[config.mk]
export PLATFORM = sky130hd
export DESIGN_NAME = pipe_ctrl
export DESIGN_NICKNAME = d
export VERILOG_FILES = /design/src/rtl/pipe_ctrl.sv
export SDC_FILE = /design/constraint.sdc
export NUM_CORES = 1
export LEC_CHECK = 0
export BUFFER_PORTS_ARGS = -buffer_cell sky130_fd_sc_hd__buf_2
export CORE_MARGIN = 2
export CORE_UTILIZATION = 46
export DETAILED_ROUTE_END_ITERATION = 6
export GPL_ROUTABILITY_DRIVEN = 0
export GPL_TIMING_DRIVEN = 0
export MAX_ROUTING_LAYER = met4
export PLACE_DENSITY_LB_ADDON = 0.15
export SYNTH_ARGS = -nofsm -noshare
export SYNTH_HDL_FRONTEND = slang
export SYNTH_SLANG_ARGS = --single-unit
[constraint.sdc]
create_clock -name clk -period 1.8 [get_ports clk]
set_input_delay 0.09 -clock clk [delete_from_list [all_inputs] [get_ports clk]]
set_output_delay 0.09 -clock clk [all_outputs]
set_load 0.1 [all_outputs]
[src/rtl/pipe_ctrl.sv]
// Run-control sequencer for the IF->ID->EX pipeline: drives the shared stall
// line, tracks slot validity, handles halt/step debug and counts retirements.
module pipe_ctrl #(
  parameter logic [3:0] HALT_OPCODE = 4'hF,
  parameter int         CNT_W       = 16
) (
  input  logic             clk,
  input  logic             rstn,
  input  logic             start,
  input  logic             step,
  input  logic             halt_req,
  input  logic [3:0]       opcode_ex,
  output logic             stall,
  output logic             ex_valid,
  output logic             busy,
  output logic             halted,
  output logic [1:0]       state,
  output logic [CNT_W-1:0] retired_cnt
);

  typedef enum logic [1:0] {
    ST_IDLE   = 2'd0,
    ST_RUN    = 2'd1,
    ST_STEP   = 2'd2,
    ST_HALTED = 2'd3
  } state_t;

  localparam logic [CNT_W-1:0] CNT_ONE = {{(CNT_W-1){1'b0}}, 1'b1};
  localparam logic [CNT_W-1:0] CNT_MAX = {CNT_W{1'b1}};

  state_t           state_reg, state_next;
  logic             ret_reg, ret_next;
  logic             v_id_reg, v_ex_reg;
  logic [CNT_W-1:0] cnt_reg;

  logic advance;
  logic retire;
  logic halt_op;

  assign advance = (state_reg == ST_RUN) || (state_reg == ST_STEP);
  assign retire  = advance && v_ex_reg;
  assign halt_op = retire && (opcode_ex == HALT_OPCODE);

  // Next-state logic; halt_req outranks halt-op, which outranks start, then step.
  always_comb begin
    state_next = state_reg;
    ret_next   = ret_reg;
    case (state_reg)
      ST_IDLE: begin
        if (halt_req) begin
          state_next = ST_HALTED;
        end else if (start) begin
          state_next = ST_RUN;
        end else if (step) begin
          state_next = ST_STEP;
          ret_next   = 1'b0;
        end
      end
      ST_RUN: begin
        if (halt_req || halt_op) begin
          state_next = ST_HALTED;
        end
      end
      ST_STEP: begin
        if (halt_req || halt_op || ret_reg) begin
          state_next = ST_HALTED;
        end else begin
          state_next = ST_IDLE;
        end
      end
      ST_HALTED: begin
        if (halt_req) begin
          state_next = ST_HALTED;
        end else if (start) begin
          state_next = ST_RUN;
        end else if (step) begin
          state_next = ST_STEP;
          ret_next   = 1'b1;
        end
      end
      default: begin
        state_next = ST_IDLE;
      end
    endcase
  end

  always_ff @(posedge clk) begin
    if (!rstn) begin
      state_reg <= ST_IDLE;
      ret_reg   <= 1'b0;
      v_id_reg  <= 1'b0;
      v_ex_reg  <= 1'b0;
      cnt_reg   <= '0;
    end else begin
      state_reg <= state_next;
      ret_reg   <= ret_next;
      // Valid bits freeze with the pipeline so a resume needs no refill.
      if (advance) begin
        v_id_reg <= 1'b1;
        v_ex_reg <= v_id_reg;
      end
      if (retire && (cnt_reg != CNT_MAX)) begin
        cnt_reg <= cnt_reg + CNT_ONE;
      end
    end
  end

  assign stall       = !advance;
  assign busy        = advance;
  assign halted      = (state_reg == ST_HALTED);
  assign state       = state_reg;
  assign ex_valid    = v_ex_reg;
  assign retired_cnt = cnt_reg;

endmodule

Word-level counts from Yosys, hierarchy flattened
Index checks and enable logic that the tools add are counted.
Widths: inputs -> output; s select.
{"block": "word_totals", "register_bits": 21, "inputBits": 9, "out_inout_bits": 22, "word_cells": 44}
{"block": "classes", "addsub": 1, "n_eq_ne": 13, "muxes": 13, "reduce_logical": 12}
{"op": "$add 16x1->16 const B", "count": 1}
{"op": "$ne 16x16->1 const B", "count": 1}
{"op": "$ne 2x2->1 const B", "count": 6}
{"op": "$mux 2", "count": 5}
{"op": "$reduce_and 7->1", "count": 1}
{"op": "$mux 1", "count": 6}
{"op": "$pmux 2 s3", "count": 1}
{"op": "$eq 2x2->1 const B", "count": 2}
{"op": "$eq 4x4->1 const B", "count": 1}
{"op": "$ne 4x1->1 const B", "count": 1}
{"op": "$logic_and 1x1->1", "count": 3}
{"op": "$logic_or 1x1->1", "count": 3}
{"op": "$eq 2x1->1 const B", "count": 1}
{"op": "$logic_not 2->1", "count": 1}
{"op": "$ne 2x1->1 const B", "count": 1}
{"op": "$pmux 1 s2", "count": 1}
{"op": "$reduce_and 2->1", "count": 1}
{"op": "$reduce_bool 2->1", "count": 1}
{"op": "$reduce_or 2->1", "count": 1}
{"op": "$logic_not 1->1", "count": 1}

Longest topological paths before layout
{"block": "depth", "depth_word": 8, "depth_mapped": 8, "ltp_nobuf": 6}

Least setup slack after synthesis
Ideal clock, no wire load.
{"block": "synth_timing", "kind": "register -> register", "from": "reg state_reg[1] (netlist: state[1])", "to": "reg cnt_reg[14] (netlist: retired_cnt[14])", "setup_time_ns": 0.162, "arrival_ns": 3.445, "t_required_ns": 1.638, "setup_slack_ns": -1.807, "stages_incl_launch_ff": 8, "n_path_buf": 1, "period_less_slack_ns": 3.607, "path_cell_list": "dfxtp_1 inv_1 ha_1 buf_4 nand2_1 or4_4 o311ai_0 o41ai_1"}
{"block": "synth_via", "elab_chain_cells": 4, "elab_cells_between_ends": 5, "cone_classes": "2 x eq/ne; 3 x reduce/logical"}
{"item": "start: declaration", "line": "31", "source": "state_t state_reg, state_next;"}
{"item": "start signal: assignment", "line": "95", "source": "state_reg <= state_next;"}
{"item": "$eq 2x1->1 or $eq 2x2->1 (tied branches)", "line": "40", "source": "assign advance = (state_reg == ST_RUN) || (state_reg == ST_STEP);"}
{"item": "$logic_or 1x1->1 *", "line": "40"}
{"item": "named net busy", "line": "15", "source": "output logic busy,"}
{"item": "$logic_and 1x1->1 *", "line": "41", "source": "assign retire = advance && v_ex_reg;"}
{"item": "$logic_and 1x1->1 *", "line": "102", "source": "if (retire && (cnt_reg != CNT_MAX)) begin"}
{"item": "end signal: assignment", "line": "103", "source": "cnt_reg <= cnt_reg + CNT_ONE;"}
{"item": "end: declaration", "line": "34", "source": "logic [CNT_W-1:0] cnt_reg;"}
Mark *: on every way through the listed nets, which the timed path passes. The rest lies on a longest branch.
A chain may end at the register's enable or synchronous reset.

Worst setup path after layout
{"block": "layout_timing", "from": "reg state_reg[1] (netlist: state[1])", "to": "reg cnt_reg[8] (netlist: retired_cnt[8])"}
{"block": "layout_via", "elab_chain_cells": 4, "elab_cells_between_ends": 5, "cone_classes": "2 x eq/ne; 3 x reduce/logical"}
{"item": "$eq 2x1->1 or $eq 2x2->1 (tied branches)", "line": "40"}
{"item": "$logic_or 1x1->1 *", "line": "40"}
{"item": "$logic_and 1x1->1 *", "line": "41"}
{"item": "$logic_and 1x1->1 *", "line": "102"}
Every way passes the cells marked *; elsewhere a longest branch is shown, timed or not.

==> results.ini <==
[status]
outcome=completed

[timing]
max-slew-margin-rel=0.6365
skew_ns=0.005778
fin_crit_sh=0.9952
final_max_slew_viol_count=0
hold_viol_final=0
min_period_ns=1.791
max_freq_mhz=558.2
setup_viol=0
rsz0062_at_grt=yes
max_slew.worst_pin.slew_ns=0.5453
fin_hold_ws_ns=0.09958

[clocking]
clock_path_buffers=2
cts_root_buf=clkbuf_4
worstSkewPairLatency_ns=0.30
ctsHoldBuffers=0
cts_sinks=21
clk_pin_slew_worst_paths_ns=0.12
htree_num_levels=1
cts-buffers-inserted=3
cts_tree=built

[setup_path]
cp.arrival_ns=2.03
end_kind=flop
required_ns=2.03
cp_max_fo=5
r2r-start=state[1]
critPathKind=reg -> reg
critical_path.startpoint=state[1]
start_kind=flop

[finish]
area_growth_pct=32.38
layout.nets=190
antenna_cells=0
final_util=0.6241
largest_reg_flops=16
drive_above_1_share=0.3908

[detailed_routing]
via_count=1144
drc=0
wl_um=2768
vias_per_cell=5.608
drt_first_pass_iters=4
wl_per_cell_um=13.57
drt_iter0_drc=20
ant_nets=0

[logic_synthesis]
syn_area_per_cell_um2=8.542
yosys.area.top_type=dfxtp_1
postSynthCellCount=133
synth-seq-cells=21
ys_seq_area_frac=0.3700
yosysMostFrequentCell=dfxtp_1
ys_top_cells_by_area=dfxtp_1 (37%), ha_1 (6.6%), mux2i_1 (5.3%)
yosysUniqueCellTypes=34
netlist.area_leader.share=0.3700
synth-main-ff-cell=dfxtp_1
synth_nets=148
synthArstFlopShare=0
synth_edf_count=0
yosys-top-cells-count=dfxtp_1 (21), nor2_1 (11), a21oi_1 (10)
syn_area_um2=1136
yosys_warnings=0

[global_route]
antenna_found_initial=0
grt_pass1_wl_um=4215
grt_pass1_vias=921
gr-usage-all-layers=0.2091
grt_remaining_overflow=0
grt_start_max_net_pins=12

[place]
post-dp-hpwl_um=1922
port_buffers=30

[die]
dieArea_um2=2883
start_util=0.4714
dieWidth_um=53.70
row_count=18
core_um2=2410
pin_count=31
die_h_um=53.70

[pwr]
irDropWorstVdd_uv=1290
powerDensity_nw_per_um2=1271
p_leak_nw=0.6217
p_total_w=0.001912

[worst_hold_path]
min_path_type=in -> reg
min_from=step

[job]
drv_cap=0

## critical path: stages (launching register included)
cell and delay [ns]:
dfxtp_4 0.38, inv_4 0.04, ha_4 0.28, nand2_4 0.06
or2_2 0.35, or4_1 0.48, a21oi_1 0.14
## power by group
part           switching [W]  internal (W)  total, W
Combinational       0.000863      0.000247   0.00111
Clock               0.000139     0.0000862  0.000225
Sequential         0.0000529      0.000524  0.000577
Total                0.00105      0.000857   0.00191
## cell families after synthesis
family	Yosys count	share of synthesized area
flip-flops	21	0.3700
AND/OR/NAND/NOR	55	0.2808
multiplexers	6	0.05287
AO/OA/AOI/OAI	32	0.1817
adder cells (fa/ha/maj)	6	0.06608
buffers and inverters	13	0.04846
## stage by stage
| step | setup WS, ns | instance area (µm²) | setup TNS [ns] | instances |
|---|---|---|---|---|
| floorplan | -0.5661 | 1176 | -8.001 | 133 |
| global placement | -0.1136 | 1364 | -0.4922 | 193 |
| detailed placement | -0.1443 | 1364 | -0.7514 | 193 |
| CTS | 0.005713 | 1418 | 0 | 199 |
| global route | -0.07308 | 1504 | -0.2322 | 204 |
| finish | 0.008553 | 1504 | 0 | 204 |
## routing by layer
metal  global-route usage  up-vias  wire [µm]
met4               0.1026        0         24
met1               0.2916      532       1379
met2               0.2947       20       1276
met5                    -        -          0
met3              0.02778        2         88
li1                     -      590          -
## placed cells by master, fill, tap and decap left out, types with 6 or more instances in the layout
| cell type | count |
|---|---|
| dfxtp_1 | 13 |
| o21ai_0 | 7 |
| nor2_1 | 11 |
| buf_4 | 8 |
| a21oi_1 | 9 |
| buf_2 | 31 |
| nand2_1 | 8 |
| mux2i_1 | 6 |
## final cells by class
type | count | area [µm²]
plain buffers | 5 | 28.78
clock buffers | 4 | 26.28
fillers | 215 | 905.9
multi-input cells | 99 | 732.0
well taps | 30 | 37.54
flip-flops and latches | 21 | 440.4
inverters | 7 | 28.78
repair buffers | 38 | 210.2
## final timing paths
| check | slack, ns | end | depth (start not counted) |
|---|---|---|---|
| max | 0.009 | retired_cnt[8] | 6 |
| min | 0.1 | ret_reg | 3 |
| max reg2reg | 0.009 | retired_cnt[8] | 6 |
| min reg2reg | 0.48 | v_id_reg | 2 |
## timing repair
action / CTS / global route
pin swaps: 1 / 4
setup endpoints to repair: 11 / 7
resized for setup: 4 / 11
buffers inserted: 3 / 5
Note: power is estimated with default switching activity, not from simulation.
